<file path="src/rtl/sync_fifo_param.sv">
// sync_fifo_param: parametrised single-clock FIFO with occupancy count,
// almost-full/almost-empty thresholds and overflow/underflow error pulses.
// Optional feature macro: FIFO_FWFT_EN (first-word fall-through read port).
// Without the macro, data_out is registered with one cycle of read latency.
module sync_fifo_param #(
  parameter int DATA_WIDTH = 8,
  parameter int DEPTH      = 8,
  parameter int AF_THRESH  = DEPTH - 2,
  parameter int AE_THRESH  = 2
) (
  input  logic                     clk,
  input  logic                     rst,
  input  logic                     w_en,
  input  logic                     r_en,
  input  logic [DATA_WIDTH-1:0]    data_in,
  output logic [DATA_WIDTH-1:0]    data_out,
  output logic                     full,
  output logic                     empty,
  output logic                     almost_full,
  output logic                     almost_empty,
  output logic [$clog2(DEPTH):0]   count,
  output logic                     overflow,
  output logic                     underflow
);
  localparam int AW = $clog2(DEPTH);
  localparam logic [AW:0] ONE     = {{AW{1'b0}}, 1'b1};
  localparam logic [AW:0] FULL_C  = DEPTH[AW:0];
  localparam logic [AW:0] AF_C    = AF_THRESH[AW:0];
  localparam logic [AW:0] AE_C    = AE_THRESH[AW:0];

  logic [DATA_WIDTH-1:0] mem [DEPTH];
  logic [AW:0]           wr_ptr, rd_ptr, cnt_nxt;
  logic                  wr_acc, rd_acc;

  // Accept/reject decisions and next occupancy; a full FIFO still takes a
  // write when a read frees a slot in the same cycle.
  always_comb begin
    wr_acc  = 1'b0;
    rd_acc  = 1'b0;
    cnt_nxt = count;
    rd_acc  = r_en & ~empty;
    wr_acc  = w_en & (~full | r_en);
    case ({wr_acc, rd_acc})
      2'b10:   cnt_nxt = count + ONE;
      2'b01:   cnt_nxt = count - ONE;
      default: cnt_nxt = count;
    endcase
  end

  // Storage array; deliberately not reset.
  always_ff @(posedge clk) begin
    if (wr_acc) mem[wr_ptr[AW-1:0]] <= data_in;
  end

  // Pointers, count, registered flags and error pulses.
  always_ff @(posedge clk or negedge rst) begin
    if (!rst) begin
      wr_ptr       <= '0;
      rd_ptr       <= '0;
      count        <= '0;
      full         <= 1'b0;
      empty        <= 1'b1;
      almost_full  <= 1'b0;
      almost_empty <= 1'b1;
      overflow     <= 1'b0;
      underflow    <= 1'b0;
    end else begin
      if (wr_acc) wr_ptr <= wr_ptr + ONE;
      if (rd_acc) rd_ptr <= rd_ptr + ONE;
      count        <= cnt_nxt;
      full         <= (cnt_nxt == FULL_C);
      empty        <= (cnt_nxt == '0);
      almost_full  <= (cnt_nxt >= AF_C);
      almost_empty <= (cnt_nxt <= AE_C);
      overflow     <= w_en & ~wr_acc;
      underflow    <= r_en & ~rd_acc;
    end
  end

`ifdef FIFO_FWFT_EN
  // Head entry visible combinationally; zero when nothing is stored.
  assign data_out = empty ? '0 : mem[rd_ptr[AW-1:0]];
`else
  // Registered read port: data_out updates on the popping edge, else holds.
  always_ff @(posedge clk or negedge rst) begin
    if (!rst)        data_out <= '0;
    else if (rd_acc) data_out <= mem[rd_ptr[AW-1:0]];
  end
`endif

  // The wrap-bit pointer distance must always equal the occupancy count.
  a_ptr_count: assert property (@(posedge clk) disable iff (!rst)
    (wr_ptr - rd_ptr) == count);

endmodule

</file>
<file path="config.mk">
export PLATFORM = sky130hd
export DESIGN_NAME = sync_fifo_param
export DESIGN_NICKNAME = d
export VERILOG_FILES = /design/src/rtl/sync_fifo_param.sv
export SDC_FILE = /design/constraint.sdc
export NUM_CORES = 1
export LEC_CHECK = 0
export ABC_CLOCK_PERIOD_IN_PS = 5210
export CORE_ASPECT_RATIO = 1.4
export CORE_UTILIZATION = 40
export DETAILED_ROUTE_END_ITERATION = 8
export DONT_BUFFER_PORTS = 1
export PLACE_DENSITY = 0.62
export SYNTH_ARGS = -nofsm -noshare
export SYNTH_HDL_FRONTEND = slang
export SYNTH_SLANG_ARGS = --single-unit
</file>
<file path="constraint.sdc">
create_clock -name clk -period 5.21 [get_ports clk]
set_clock_uncertainty 0.15 [all_clocks]
set_input_delay 1.042 -clock clk [delete_from_list [all_inputs] [get_ports clk]]
set_output_delay 1.042 -clock clk [all_outputs]
set_load 0.01 [all_outputs]
</file>
Yosys cells after proc, flatten, opt, wreduce, memory -nomap -nowiden --
Memories as Yosys holds them, arrays and structs flattened. A register that Yosys moved wholly into a read port is not among the register bits. Index checks and enable logic that the tools add are counted. Widths: inputs -> output; s select.
Storage, ports and cells: memory bits (writable) 64, bits of input ports 12, memories 1, logic and storage cells 33, register bits after elaboration 18, output and inout bits 18
Operators by class: muxes and demuxes 3, reduce and logical (&&, ||, !) cells 2, eq/ne operators 3, $lt $le $gt $ge 2, bitwise operators 9, add/sub/neg operators 4
Memory list:
- mem | depth 8, width 8, rd ports 1, clocked after memory_dff 1, wr ports 1, line 31 | logic [DATA_WIDTH-1:0] mem [DEPTH];
Operators by type and width (number):
- $add 4x1->4 const B | 3
- $pmux 4 s2 | 1
- $and 1x1->1 | 4
- $eq 4x4->1 const B | 1
- $ge 4x3->1 const B | 1
- $le 4x2->1 const B | 1
- $logic_not 4->1 | 1
- $not 1->1 | 4
- $sub 4x1->4 const B | 1
- $eq 2x1->1 const B | 1
- $eq 2x2->1 const B | 1
- $mux 1 | 2
- $logic_not 1->1 | 1
- $or 1x1->1 | 1

Logic depth before layout (Yosys ltp) --
Gate-level depths: netlist of run 1.
depth after elaboration 6, depth in mapped cells 9, mapped depth without buffers 8

Worst setup path after synthesis of run 1 --
Ideal clock, no wire load.
kind input port to flip-flop, from input r_en, to register full, buffers on the path 0, data required time 4965 ps, path slack 2189 ps, data arrival time 2776 ps, stages 7, library setup time 95 ps, cell sequence nand2b_1 nand2_1 ha_1 or4b_2 a31oi_2 xor2_2 nor4b_2
On the way: word-level cells in the longest chain between the ends 5, elaborated cells on any way between the ends 7, those cells by class eq/ne (3); mux (1); bitwise (3)
RTL lines:
- start: declaration | line 14 | input logic r_en,
- $or 1x1->1 | line 42 | wr_acc = w_en & (~full | r_en);
- $and 1x1->1 | line 42
- $eq 2x1->1 or $eq 2x2->1 (tied branches) | line 43 | case ({wr_acc, rd_acc})
- $pmux 4 s2 (*) | line 43
- via cnt_nxt[3] | line 32 | logic [AW:0] wr_ptr, rd_ptr, cnt_nxt;
- $eq 4x4->1 (*) | line 71 | full <= (cnt_nxt == FULL_C);
- end signal: assignment | line 71
- end: declaration | line 17 | output logic full,
Mark *: on every way through the listed nets, which the timed path passes. The rest lies on a longest branch. A chain may end at the register's enable or synchronous reset.

Worst setup path after layout of run 1 --
Same ends and word-level chain as after synthesis.

==> flow_summary.html, run 1 <==
<table>
<tr><th>Metric</th><th>Value</th></tr>
<tr><th colspan="2">Run status</th></tr>
<tr><td>Outcome</td><td>completed</td></tr>
<tr><th colspan="2">Pwr</th></tr>
<tr><td>Proportion of power drawn by the clock network</td><td>a little over a quarter</td></tr>
<tr><td>Relative contribution of sequential cells to total power</td><td>50.7%</td></tr>
<tr><td>Peak supply drop</td><td>about 0.32 mV</td></tr>
<tr><td>Logic pwr share</td><td>22.3%</td></tr>
<tr><td>Pleak</td><td>1.35 nW</td></tr>
<tr><td>Sw Ratio</td><td>30.3%</td></tr>
<tr><td>Design internal power</td><td>1.53 mW</td></tr>
<tr><td>P_sw</td><td>around 670 uW</td></tr>
<tr><td>Pwr Density</td><td>571 nW/um2</td></tr>
<tr><th colspan="2">Setup path</th></tr>
<tr><td>Count of cells along the worst register-to-register path</td><td>7</td></tr>
<tr><td>Worst-case register-to-register setup slack</td><td>2.07 ns</td></tr>
<tr><td>Max Fanout on Critical Path</td><td>19</td></tr>
<tr><td>Setup crit start kind</td><td>input port</td></tr>
<tr><td>List of cells traversed by the critical path</td><td>nand2b_1 &gt; inv_1 &gt; ha_1 &gt; or4b_1 &gt; a31oi_2 &gt; xor2_2 &gt; nor4b_2</td></tr>
<tr><td>Worst Path Class, Setup</td><td>input port to register</td></tr>
<tr><td>Max stage delay cell, worst path</td><td>or4b_1</td></tr>
<tr><td>Largest incremental delay on the critical path</td><td>about 0.54 ns</td></tr>
<tr><td>Beginning of the worst register-to-register path</td><td>empty$_DFF_PN1_</td></tr>
<tr><td>Crit. Startpoint</td><td>r_en</td></tr>
<tr><td>Worst EP required</td><td>5.30 ns</td></tr>
<tr><td>Worst reg2reg path endpoint</td><td>full$_DFF_PN0_</td></tr>
<tr><td>Crit. End Element</td><td>register</td></tr>
<tr><td>Arrival time at the worst endpoint</td><td>roughly 3.2 ns</td></tr>
<tr><th colspan="2">Die</th></tr>
<tr><td>Vertical extent of the die</td><td>around 110 um</td></tr>
<tr><td>Total Die Area</td><td>roughly 9000 um2</td></tr>
<tr><td>Core Footprint</td><td>8250 um2</td></tr>
<tr><td>Top Ports</td><td>30</td></tr>
<tr><td>Effective utilization at floorplan</td><td>41.9%</td></tr>
<tr><td>Floorplan die width</td><td>80.6 um</td></tr>
<tr><td>Core Rows</td><td>39</td></tr>
<tr><th colspan="2">Finish</th></tr>
<tr><td>Number of filler instances in the final layout</td><td>approximately 690</td></tr>
<tr><td>Register area</td><td>2520 um2</td></tr>
<tr><td>Post-layout net count</td><td>211</td></tr>
<tr><td>Area Overhead vs Synth</td><td>11.4%</td></tr>
<tr><td>Count of antenna diodes in the layout</td><td>0</td></tr>
<tr><td>Proportion of layout cells with a drive suffix above 1</td><td>a little over a fifth</td></tr>
<tr><td>Leading cell type in the layout, fill and taps excluded</td><td>edfxtp_1</td></tr>
<tr><td>Fin util</td><td>46.7%</td></tr>
<tr><td>Area used by multi-input combinational logic</td><td>905 um2</td></tr>
<tr><td>Most used cells in the layout excluding fill and tap cells</td><td>edfxtp_1 (64), dfrtp_1 (22), nand2_1 (17)</td></tr>
<tr><th colspan="2">Timing</th></tr>
<tr><td>Fin crit share</td><td>between 60% and 70%</td></tr>
<tr><td>Worst hold margin</td><td>about 0.24 ns</td></tr>
<tr><td>Setup repair after global routing missed its margin</td><td>no</td></tr>
<tr><td>Slew Limit Headroom</td><td>between 20 and 30%</td></tr>
<tr><td>Tmin final</td><td>3.16 ns</td></tr>
<tr><td>Slew at the pin closest to its max-slew limit</td><td>1.06 ns</td></tr>
<tr><td>Setup violation total in the final timing report</td><td>0</td></tr>
<tr><td>Final Max Tran Viols</td><td>0</td></tr>
<tr><td>Final hold vios</td><td>0</td></tr>
<tr><td>Fin Setup TNS</td><td>0 ns</td></tr>
<tr><td>Max frequency</td><td>about 320 MHz</td></tr>
<tr><th colspan="2">GRT</th></tr>
<tr><td>Global-route wire length before repair</td><td>9.79 mm</td></tr>
<tr><td>All-layer global routing usage</td><td>15.7%</td></tr>
<tr><td>Remaining global-route overflow</td><td>0</td></tr>
<tr><td>Number of global-route vias before repair</td><td>1,773</td></tr>
<tr><td>Largest net degree at the start of global routing</td><td>25</td></tr>
<tr><td>Initial antenna violation count</td><td>0</td></tr>
<tr><th colspan="2">Routing</th></tr>
<tr><td>WL final</td><td>6.14 mm</td></tr>
<tr><td>Total vias in the final route</td><td>between 1,500 and 2,000</td></tr>
<tr><td>Remaining antenna violation count after routing</td><td>0</td></tr>
<tr><td>Drt wl/cell</td><td>20.3 um</td></tr>
<tr><td>DRT Pass-1 Iters</td><td>4</td></tr>
<tr><td># DRC</td><td>0</td></tr>
<tr><td>Via/cell ratio</td><td>5.36</td></tr>
<tr><td>Number of DRC markers after the initial detailed-route iteration</td><td>97</td></tr>
<tr><th colspan="2">Clocking</th></tr>
<tr><td>TritonCTS clock tree</td><td>done</td></tr>
<tr><td>Clock tree sinks</td><td>around 90</td></tr>
<tr><td>Clock latency of the later-clocked register in the worst-skew pair</td><td>0.34 ns</td></tr>
<tr><td># Post-CTS Setup Buffers</td><td>0</td></tr>
<tr><td>CTS Root Cell</td><td>clkbuf_16</td></tr>
<tr><td>TritonCTS buffer count</td><td>9</td></tr>
<tr><td>Maximum level of the CTS H-tree</td><td>3</td></tr>
<tr><td>Clock slew at the register clock pins of the worst setup and hold paths</td><td>0.06 ns</td></tr>
<tr><td>CTS-repair resized insts</td><td>0</td></tr>
<tr><td>Number of hold-repair buffers added at the cts stage</td><td>0</td></tr>
<tr><td>Max Root-Sink Buffers</td><td>2</td></tr>
<tr><th colspan="2">Logic synthesis</th></tr>
<tr><td>Summed instance area of the synthesized netlist</td><td>3460 um2</td></tr>
<tr><td>Flip-flop and latch count after synthesis</td><td>88</td></tr>
<tr><td>Syn Inst Count</td><td>190</td></tr>
<tr><td>Netlist cell types</td><td>33</td></tr>
<tr><td>Sequential fraction of the synthesis area</td><td>73.1%</td></tr>
<tr><td>Total nets after synthesis</td><td>206</td></tr>
<tr><td>Total number of yosys warnings</td><td>0</td></tr>
<tr><td>Avg Synthesized Cell Area</td><td>between 15 and 20 um2</td></tr>
<tr><th colspan="2">Job</th></tr>
<tr><td>Max capacitance violation total</td><td>0</td></tr>
<tr><th colspan="2">Placement</th></tr>
<tr><td>Estimated wirelength of the detail-placed design</td><td>about 3.9 mm</td></tr>
<tr><td>Count of input and output buffers</td><td>0</td></tr>
<tr><td>Placer's final routability congestion estimate</td><td>~0.77</td></tr>
<tr><th colspan="2">Min path</th></tr>
<tr><td>Type of the most critical hold path</td><td>input port to asynchronous set/reset pin</td></tr>
</table>
==> cell families (layout without fill, tap and decap cells) <==
family,after synthesis,in the layout,synth area share (%)
compound gates,12,12,2.10
xor+xnor,8,8,2.24
fa+ha+maj,4,4,1.45
buf+inv,9,19,1.05
flops,88,88,73.1
mux,27,27,13.7
simple gates,42,42,6.41
==> per-stage QoR <==
stage	cell area, um2	worst slack (ns)	power (mW)	cells
global route	3850	1.83	2.32	302
detailed placement	3570	1.70	1.63	286
global placement	3570	1.79	1.62	286
floorplan	3460	2.19	1.48	190
CTS	3850	2.03	2.23	302
finish	3850	2.05	2.20	302
==> power groups by stage <==
stage	combinational (mW)	clock (mW)	sequential [mW]
after global placement	0.496	0	1.13
after CTS	0.503	0.610	1.12
after detailed placement	0.501	0	1.13
after floorplan	0.452	0	1.03
final	0.490	0.594	1.11
after global routing	0.542	0.637	1.14
==> how the worst max path moves through the flow <==
| stage | to | slack [ns] | depth (start not counted) |
|---|---|---|---|
| 5_1_grt | full$_DFF_PN0_ | 1.83 | 7 |
| 3_5_place_dp | full$_DFF_PN0_ | 1.70 | 7 |
| 2_1_floorplan | full$_DFF_PN0_ | 2.19 | 7 |
| 3_3_place_gp | full$_DFF_PN0_ | 1.79 | 7 |
| 6_report | full$_DFF_PN0_ | 2.05 | 7 |
| 4_1_cts | full$_DFF_PN0_ | 2.03 | 7 |
==> layer usage <==
layer  share of wire, %  global-route usage [%]  wire length (um)  up-vias
met5                  0                       0                 0        -
met4                2.6                    9.40               159        0
met3                5.3                    4.84               326       12
met2                 53                    26.2              3250       37
met1                 39                    17.2              2410      836
li1                   -                       -                 -      735
==> layout make-up <==
cell class	count	share of cell area [%]
well taps	102	3.31
multi-input cells	93	23.5
flip-flops and latches	88	65.6
inverters	2	0.195
clock buffers	14	6.86
clock inverters	2	0.390
repair buffers	1	0.195
==> cells in the mapped netlist (all sizes together) <==
master	count	area (um2)
a211oi	1	7.51
a21o	1	7.51
a21oi	1	5.00
a31oi	1	12.5
and2	1	6.26
and2b	1	7.51
buf	4	17.5
clkbuf	3	11.3
dfrtp	22	551
dfstp	2	52.6
edfxtp	64	1920
ha	4	50.1
inv	2	7.51
mux2	2	22.5
mux2i	9	90.1
mux4	16	360
nand2	17	63.8
nand2b	4	25.0
nand3	2	10.0
nor2	8	30.0
nor3	2	10.0
nor3b	1	12.5
nor4	1	6.26
nor4b	2	23.8
o21ai	8	40.0
or2	1	6.26
or4b	2	20.0
xnor2	4	35.0
xor2	4	42.6
==> critical path, delay by kind of cell <==
family,cells,cell delay (ns)
compound gates,1,0.22
fa+ha+maj,1,0.28
simple gates,3,1.28
buf+inv,1,0.18
xor+xnor,1,0.24
==> flip-flops by register name, summed over array words and instances (netlist names) <==
signal / flops
empty: 1
wr_ptr: 3
overflow: 1
data_out: 8
mem: 64
rd_ptr: 3
almost_full: 1
underflow: 1
full: 1
count: 4
almost_empty: 1
Note: power is estimated with default switching activity, not from simulation.
==> inputs of run 2 (changes only) <==
Settings changed: ABC_CLOCK_PERIOD_IN_PS 5210 to 3000.
Clock period 5.21 ns to 3 ns, I/O delays scaled along.
==> flow_summary.html, run 2 (synthesis gave the netlist of run 1 again) <==
<table>
<tr><th>Metric</th><th>Value</th></tr>
<tr><th colspan="2">Timing</th></tr>
<tr><td>Tmin final</td><td>roughly 2.6 ns</td></tr>
<tr><td>Final hold vios</td><td>0 (unchanged)</td></tr>
<tr><td>Setup violation total in the final timing report</td><td>0 (unchanged)</td></tr>
<tr><td>Slew Limit Headroom</td><td>44.6% (+15 points)</td></tr>
<tr><td>Worst path setup slack after routing</td><td>0.440 ns (-1.61 ns)</td></tr>
<tr><td>Slew at the pin closest to its max-slew limit</td><td>0.831 ns (-0.226 ns)</td></tr>
<tr><td>Fin Setup TNS</td><td>0 ns (unchanged)</td></tr>
<tr><td>Setup repair after global routing missed its margin</td><td>no</td></tr>
<tr><td>Max frequency</td><td>approximately 390 MHz</td></tr>
<tr><td>Fin crit share</td><td>between 80% and 90%</td></tr>
<tr><td>Final Max Tran Viols</td><td>0 (unchanged)</td></tr>
<tr><td>Worst hold margin</td><td>0.201 ns (-0.0433 ns)</td></tr>
<tr><th colspan="2">Job</th></tr>
<tr><td>Max capacitance violation total</td><td>0 (unchanged)</td></tr>
<tr><th colspan="2">Setup path</th></tr>
<tr><td>Largest incremental delay on the critical path</td><td>0.61 ns (+0.07 ns)</td></tr>
<tr><td>Worst EP required</td><td>3.09 ns (-2.21 ns)</td></tr>
<tr><td>Worst-case register-to-register setup slack</td><td>0.44 ns (-1.63 ns)</td></tr>
<tr><td>Count of cells along the worst register-to-register path</td><td>7 (unchanged)</td></tr>
<tr><td>Crit. End Element</td><td>register</td></tr>
<tr><td>Max Fanout on Critical Path</td><td>5 (-14)</td></tr>
<tr><td>Worst reg2reg path endpoint</td><td>full$_DFF_PN0_</td></tr>
<tr><td>Arrival time at the worst endpoint</td><td>2.65 ns (-0.59 ns)</td></tr>
<tr><td>Worst Path Buf+Inv</td><td>0 (-1)</td></tr>
<tr><td>Top delay family on crit path</td><td>simple AND/OR/NAND/NOR gates</td></tr>
<tr><td>Setup crit start kind</td><td>register</td></tr>
<tr><td>List of cells traversed by the critical path</td><td>nand2b_1 &gt; nand2_1 &gt; ha_1 &gt; or4b_2 &gt; a31oi_2 &gt; xor2_2 &gt; nor4b_2</td></tr>
<tr><td>Worst Path Class, Setup</td><td>register to register</td></tr>
<tr><td>Max stage delay cell, worst path</td><td>or4b_2</td></tr>
<tr><td>Beginning of the worst register-to-register path</td><td>full$_DFF_PN0_</td></tr>
<tr><th colspan="2">Clocking</th></tr>
<tr><td>CTS Root Cell</td><td>clkbuf_16</td></tr>
<tr><td>Maximum level of the CTS H-tree</td><td>3 (unchanged)</td></tr>
<tr><td>Clock slew at the register clock pins of the worst setup and hold paths</td><td>0.06 ns (about the same)</td></tr>
<tr><td>Clock latency of the later-clocked register in the worst-skew pair</td><td>0.34 ns (about the same)</td></tr>
<tr><td>TritonCTS clock tree</td><td>done</td></tr>
<tr><td># Post-CTS Setup Buffers</td><td>0 (unchanged)</td></tr>
<tr><td>Clock tree sinks</td><td>88 (unchanged)</td></tr>
<tr><td>CTS-repair resized insts</td><td>0 (unchanged)</td></tr>
<tr><td>Max Root-Sink Buffers</td><td>2 (unchanged)</td></tr>
<tr><td>Number of hold-repair buffers added at the cts stage</td><td>2 (+2)</td></tr>
<tr><td>TritonCTS buffer count</td><td>9 (unchanged)</td></tr>
<tr><th colspan="2">GRT</th></tr>
<tr><td>Remaining global-route overflow</td><td>0 (unchanged)</td></tr>
<tr><td>Largest net degree at the start of global routing</td><td>25 (unchanged)</td></tr>
<tr><td>Number of global-route vias before repair</td><td>1,740 (-1.9%)</td></tr>
<tr><td>Global-route wire length before repair</td><td>9.78 mm (about the same)</td></tr>
<tr><td>Initial antenna violation count</td><td>0 (unchanged)</td></tr>
<tr><td>All-layer global routing usage</td><td>15.8% (+0.13 points)</td></tr>
<tr><th colspan="2">Min path</th></tr>
<tr><td>Startpoint of the tightest hold check path</td><td>data_in[5]</td></tr>
<tr><td>Worst Hold Path EP</td><td>mem[1][5]$_DFFE_PP_</td></tr>
<tr><td>Type of the most critical hold path</td><td>input port to register</td></tr>
<tr><td>Cell count of the worst hold path</td><td>0</td></tr>
<tr><th colspan="2">Placement</th></tr>
<tr><td>Count of input and output buffers</td><td>0 (unchanged)</td></tr>
<tr><td>Worst setup slack after placement</td><td>0.219 ns (-1.48 ns)</td></tr>
<tr><td>Estimated wirelength of the detail-placed design</td><td>3.82 mm (-1.2%)</td></tr>
<tr><td>Placer's final routability congestion estimate</td><td>0.716 (-7.3%)</td></tr>
<tr><th colspan="2">Pwr</th></tr>
<tr><td>Peak supply drop</td><td>0.509 mV (+59%)</td></tr>
<tr><td>Pwr Density</td><td>986 nW/um2 (+73%)</td></tr>
<tr><td>Total chip power</td><td>3.91 mW (+78%)</td></tr>
<tr><td>Pleak</td><td>1.42 nW (+5.7%)</td></tr>
<tr><th colspan="2">Finish</th></tr>
<tr><td>Number of filler instances in the final layout</td><td>669 (-3.6%)</td></tr>
<tr><td>Area used by multi-input combinational logic</td><td>895 um2 (-1.1%)</td></tr>
<tr><td>Most used cells in the layout excluding fill and tap cells</td><td>edfxtp_1 (64), dfrtp_1 (22), nand2_1 (17)</td></tr>
<tr><td>Register area</td><td>2520 um2 (unchanged)</td></tr>
<tr><td>Leading cell type in the layout, fill and taps excluded</td><td>edfxtp_1</td></tr>
<tr><td>Post-layout net count</td><td>222 (+5.2%)</td></tr>
<tr><td>Max FFs per register</td><td>64 (unchanged)</td></tr>
<tr><td>Proportion of layout cells with a drive suffix above 1</td><td>25.1% (+4.1 points)</td></tr>
<tr><td>Fin util</td><td>48.1% (+1.4 points)</td></tr>
<tr><td>Count of antenna diodes in the layout</td><td>0 (unchanged)</td></tr>
<tr><td>Area Overhead vs Synth</td><td>14.7%</td></tr>
<tr><th colspan="2">Die</th></tr>
<tr><td>Top Ports</td><td>30 (unchanged)</td></tr>
<tr><td>Core Footprint</td><td>8250 um2 (unchanged)</td></tr>
<tr><td>Core Rows</td><td>39 (unchanged)</td></tr>
<tr><td>Floorplan die width</td><td>80.6 um (unchanged)</td></tr>
<tr><td>Effective utilization at floorplan</td><td>41.9% (unchanged)</td></tr>
<tr><td>Vertical extent of the die</td><td>112 um (unchanged)</td></tr>
<tr><td>Total Die Area</td><td>9020 um2 (unchanged)</td></tr>
<tr><th colspan="2">Routing</th></tr>
<tr><td>Via/cell ratio</td><td>5.19 (-3.2%)</td></tr>
<tr><td>Wire length on met3</td><td>363 um (+11%)</td></tr>
<tr><td>Drt wl/cell</td><td>19.7 um (-2.9%)</td></tr>
<tr><td>Remaining antenna violation count after routing</td><td>0 (unchanged)</td></tr>
<tr><td>Total vias in the final route</td><td>1,625 (+0.31%)</td></tr>
<tr><td>Routed length on met2</td><td>3.36 mm (+3.4%)</td></tr>
<tr><td>Max Used Layer</td><td>met4</td></tr>
<tr><td>WL final</td><td>6.18 mm (+0.60%)</td></tr>
<tr><td>DRT Pass-1 Iters</td><td>4 (unchanged)</td></tr>
<tr><td># DRC</td><td>0 (unchanged)</td></tr>
<tr><td>Number of DRC markers after the initial detailed-route iteration</td><td>132 (+36%)</td></tr>
<tr><td>Met1 WL</td><td>2.32 mm (-3.7%)</td></tr>
<tr><th colspan="2">Run status</th></tr>
<tr><td>Outcome</td><td>completed</td></tr>
</table>
## run 2: changes by cell type in the layout (fill, tap and decap cells not counted), sizes merged
cell | before | now
buf | 1 | 11
dlygate4sd3 | 0 | 1
clkinv | 0 | 2
inv | 2 | 3
clkinvlp | 2 | 1
clkbuf | 14 | 12
## run 2: final cells by class
type / instances / share of cell area, %
timing repair buffer: 12 / 2.65
inverter: 2 / 0.189
tap: 102 / 3.22
sequential: 88 / 63.7
clock inverter: 4 / 0.916
multi-input combinational: 93 / 22.6
clock buffer: 12 / 6.73
## run 2: how the worst max path moves through the flow
stage	start	to	cells after the start
floorplan	empty$_DFF_PN1_	full$_DFF_PN0_	8
global placement	r_en	full$_DFF_PN0_	7
detailed placement	r_en	full$_DFF_PN0_	7
CTS	full$_DFF_PN0_	full$_DFF_PN0_	7
global route	full$_DFF_PN0_	full$_DFF_PN0_	7
finish	full$_DFF_PN0_	full$_DFF_PN0_	7
## run 2: power by group
group	leakage (nW)	internal (mW)	switching (mW)
Clock	0.147	0.637	0.457
Combinational	0.406	0.479	0.437
Sequential	0.870	1.60	0.296
Total	1.42	2.72	1.19
## run 2: through the flow
| stage | cell area [um2] | std cells |
|---|---|---|
| final | 3960 | 313 |
| after global routing | 3960 | 313 |
| after CTS | 3960 | 313 |
| after detailed placement | 3630 | 295 |
| after global placement | 3630 | 295 |
| after floorplan | 3460 | 190 |
## run 2: layer usage
metal | vias up | GRT usage [%]
met3 | 10 | 5.16
met1 | 820 | 16.6
met4 | 0 | 8.21
met5 | - | 0
met2 | 38 | 27.5
li1 | 757 | -
==> inputs of run 3 (changes only) <==
Settings changed: CORE_UTILIZATION 40 to 50, DONT_BUFFER_PORTS 1 to default, PLACE_DENSITY 0.62 to 0.79.
==> flow_summary.html, run 3 (synthesis gave the netlist of run 1 again) <==
<table>
<tr><th>Metric</th><th>Value</th></tr>
<tr><th colspan="2">Routing</th></tr>
<tr><td># DRC</td><td>0 (unchanged)</td></tr>
<tr><td>Number of DRC markers after the initial detailed-route iteration</td><td>75 (-43%)</td></tr>
<tr><td>WL final</td><td>6.09 mm (-1.3%)</td></tr>
<tr><td>Remaining antenna violation count after routing</td><td>0 (unchanged)</td></tr>
<tr><td>Via/cell ratio</td><td>5.33 (+2.6%)</td></tr>
<tr><td>Total vias in the final route</td><td>1,806 (+11%)</td></tr>
<tr><td>Drt wl/cell</td><td>18.0 um (-8.9%)</td></tr>
<tr><td>DRT Pass-1 Iters</td><td>4 (unchanged)</td></tr>
<tr><th colspan="2">Timing</th></tr>
<tr><td>Slew Limit Headroom</td><td>44.2% (-0.43 points)</td></tr>
<tr><td>Tmin final</td><td>2.74 ns (+0.177 ns)</td></tr>
<tr><td>Worst path setup slack after routing</td><td>0.263 ns (-0.177 ns)</td></tr>
<tr><td>Setup repair after global routing missed its margin</td><td>no</td></tr>
<tr><td>Final Max Tran Viols</td><td>0 (unchanged)</td></tr>
<tr><td>Fin crit share</td><td>91.2% (+5.9 points)</td></tr>
<tr><td>Fin Setup TNS</td><td>0 ns (unchanged)</td></tr>
<tr><td>Final hold vios</td><td>0 (unchanged)</td></tr>
<tr><td>Setup violation total in the final timing report</td><td>0 (unchanged)</td></tr>
<tr><td>Max frequency</td><td>365 MHz (-6.5%)</td></tr>
<tr><td>Slew at the pin closest to its max-slew limit</td><td>0.837 ns (+0.00648 ns)</td></tr>
<tr><th colspan="2">Setup path</th></tr>
<tr><td>Largest incremental delay on the critical path</td><td>0.60 ns (about the same)</td></tr>
<tr><td>Arrival time at the worst endpoint</td><td>2.85 ns (+0.20 ns)</td></tr>
<tr><td>Crit. End Element</td><td>register</td></tr>
<tr><td>Max Fanout on Critical Path</td><td>5 (unchanged)</td></tr>
<tr><td>Setup crit start kind</td><td>input port</td></tr>
<tr><td>Worst EP required</td><td>3.11 ns (+0.02 ns)</td></tr>
<tr><td>Worst Path Buf+Inv</td><td>1 (+1)</td></tr>
<tr><td>Worst-case register-to-register setup slack</td><td>0.53 ns (+0.09 ns)</td></tr>
<tr><td>Top delay family on crit path</td><td>simple AND/OR/NAND/NOR gates</td></tr>
<tr><td>Worst Path Class, Setup</td><td>input port to register</td></tr>
<tr><td>Count of cells along the worst register-to-register path</td><td>7 (unchanged)</td></tr>
<tr><td>Crit. Startpoint</td><td>r_en</td></tr>
<tr><td>List of cells traversed by the critical path</td><td>clkdlybuf4s50_1 &gt; nand2b_1 &gt; nand2_1 &gt; ha_1 &gt; or4b_2 &gt; a31oi_2 &gt; xor2_2 &gt; nor4b_2</td></tr>
<tr><td>Beginning of the worst register-to-register path</td><td>empty$_DFF_PN1_</td></tr>
<tr><td>Worst reg2reg path endpoint</td><td>full$_DFF_PN0_</td></tr>
<tr><td>Max stage delay cell, worst path</td><td>or4b_2</td></tr>
<tr><th colspan="2">GRT</th></tr>
<tr><td>Largest net degree at the start of global routing</td><td>25 (unchanged)</td></tr>
<tr><td>Initial antenna violation count</td><td>0 (unchanged)</td></tr>
<tr><td>All-layer global routing usage</td><td>19.4% (+3.5 points)</td></tr>
<tr><td>Global-route wire length before repair</td><td>9.87 mm (+0.91%)</td></tr>
<tr><td>Remaining global-route overflow</td><td>0 (unchanged)</td></tr>
<tr><td>Number of global-route vias before repair</td><td>1,897 (+9.0%)</td></tr>
<tr><th colspan="2">Clocking</th></tr>
<tr><td>CTS Root Cell</td><td>clkbuf_8</td></tr>
<tr><td>TritonCTS clock tree</td><td>done</td></tr>
<tr><td>CTS-repair resized insts</td><td>0 (unchanged)</td></tr>
<tr><td># Post-CTS Setup Buffers</td><td>0 (unchanged)</td></tr>
<tr><td>Clock tree sinks</td><td>88 (unchanged)</td></tr>
<tr><td>TritonCTS buffer count</td><td>9 (unchanged)</td></tr>
<tr><td>Max Root-Sink Buffers</td><td>2 (unchanged)</td></tr>
<tr><td>Number of hold-repair buffers added at the cts stage</td><td>0 (-2)</td></tr>
<tr><td>Clock latency of the later-clocked register in the worst-skew pair</td><td>0.35 ns (about the same)</td></tr>
<tr><td>Clock slew at the register clock pins of the worst setup and hold paths</td><td>0.09 ns (+0.03 ns)</td></tr>
<tr><td>Maximum level of the CTS H-tree</td><td>3 (unchanged)</td></tr>
<tr><th colspan="2">Finish</th></tr>
<tr><td>Post-route insts no fill</td><td>339 (+8.3%)</td></tr>
<tr><td>Final std cell area, no fill</td><td>4190 um2 (+5.7%)</td></tr>
<tr><td>Area Overhead vs Synth</td><td>21.1%</td></tr>
<tr><td>Leading cell type in the layout, fill and taps excluded</td><td>edfxtp_1</td></tr>
<tr><td>Proportion of layout cells with a drive suffix above 1</td><td>24.7% (-0.42 points)</td></tr>
<tr><td>Most used cells in the layout excluding fill and tap cells</td><td>edfxtp_1 (64), clkdlybuf4s50_1 (29), dfrtp_1 (22)</td></tr>
<tr><td>Post-layout net count</td><td>258 (+16%)</td></tr>
<tr><td>Count of antenna diodes in the layout</td><td>0 (unchanged)</td></tr>
<tr><td>Max FFs per register</td><td>64 (unchanged)</td></tr>
<tr><th colspan="2">Min path</th></tr>
<tr><td>Type of the most critical hold path</td><td>register to register</td></tr>
<tr><td>Cell count of the worst hold path</td><td>2 (+2)</td></tr>
<tr><td>Startpoint of the tightest hold check path</td><td>data_out[0]$_DFFE_PN0P_</td></tr>
<tr><td>Worst Hold Path EP</td><td>data_out[0]$_DFFE_PN0P_</td></tr>
<tr><th colspan="2">Die</th></tr>
<tr><td>Core Footprint</td><td>6610 um2 (-20%)</td></tr>
<tr><td>Floorplan die width</td><td>72.3 um (-10%)</td></tr>
<tr><td>Core Rows</td><td>35 (-10%)</td></tr>
<tr><td>Effective utilization at floorplan</td><td>52.3% (+10 points)</td></tr>
<tr><td>Vertical extent of the die</td><td>100 um (-10%)</td></tr>
<tr><td>Top Ports</td><td>30 (unchanged)</td></tr>
<tr><td>Total Die Area</td><td>7250 um2 (-20%)</td></tr>
<tr><th colspan="2">Pwr</th></tr>
<tr><td>Peak supply drop</td><td>0.419 mV (-18%)</td></tr>
<tr><td>Pwr Density</td><td>932 nW/um2 (-5.6%)</td></tr>
<tr><td>Pleak</td><td>1.52 nW (+7.2%)</td></tr>
<tr><th colspan="2">Placement</th></tr>
<tr><td>Total placed cells including tap cells</td><td>323 (+9.5%)</td></tr>
<tr><td>Count of input and output buffers</td><td>29 (+29)</td></tr>
<tr><td>Post-detailed-placement cell area</td><td>3980 um2 (+9.5%)</td></tr>
<tr><td>Worst setup slack after placement</td><td>-0.0908 ns (-0.310 ns)</td></tr>
<tr><td>Placer's final routability congestion estimate</td><td>0.758 (+6.0%)</td></tr>
<tr><td>Estimated wirelength of the detail-placed design</td><td>3.99 mm (+4.4%)</td></tr>
<tr><th colspan="2">Job</th></tr>
<tr><td>Max capacitance violation total</td><td>0 (unchanged)</td></tr>
<tr><th colspan="2">Run status</th></tr>
<tr><td>Outcome</td><td>completed</td></tr>
</table>
-- run 3: changes by cell type in the layout (fill, tap and decap cells not counted), moves of 2 or more --
cell / delta
buf_4: +9
clkbuf_16: -9
clkbuf_8: +7
clkdlybuf4s50_1: +29
inv_6: +2
-- run 3: worst reg2reg max path: cells and delay by family, from the launching register on --
family                   cells  cell delay (ns)
AO/OA/AOI/OAI                1             0.23
flip-flops                   1             0.58
adder cells (fa/ha/maj)      1             0.20
XOR/XNOR                     1             0.23
buffers and inverters        1             0.06
AND/OR/NAND/NOR              3             0.93
-- run 3: area by class of cell --
cell class              instances  area (um2)
fillers                       483        2430
well taps                      92         115
flip-flops and latches         88        2520
inverters                       2        7.51
clock buffers                  10         138
repair buffers                 48         433
clock inverters                 6        73.8
multi-input cells              93         895
-- run 3: worst max path at each step --
| stage | slack [ns] | to | depth (start not counted) |
|---|---|---|---|
| floorplan | 0.42 | full$_DFF_PN0_ | 8 |
| global placement | 0.009 | full$_DFF_PN0_ | 8 |
| global route | 0.11 | full$_DFF_PN0_ | 8 |
| CTS | 0.28 | full$_DFF_PN0_ | 8 |
| detailed placement | -0.09 | full$_DFF_PN0_ | 8 |
| finish | 0.26 | full$_DFF_PN0_ | 8 |
-- run 3: through the flow --
step | total power, mW | util, % | hold WS [ns]
6_report | 3.90 | 63.3 | 0.335
4_1_cts | 3.94 | 63.3 | 0.342
2_1_floorplan | 2.58 | - | 0.154
5_1_grt | 4.12 | 63.3 | 0.357
3_3_place_gp | 3.05 | 60.1 | 0.311
3_5_place_dp | 3.09 | 60.1 | 0.325
-- run 3: per-layer routing --
metal / vias to the layer above / GRT usage [%] / routed length [um]
li1: 831 / - / -
met1: 926 / 23.0 / 2570
met2: 34 / 33.0 / 3240
met3: 15 / 3.51 / 133
met4: 0 / 10.6 / 155
met5: - / 0 / 0
-- run 3: power breakdown --
part,leakage (nW),switching [mW],total (mW),internal [mW]
registers,0.870,0.231,1.83,1.60
logic,0.547,0.543,1.23,0.683
clock network,0.107,0.428,0.846,0.418
total,1.52,1.20,3.90,2.70
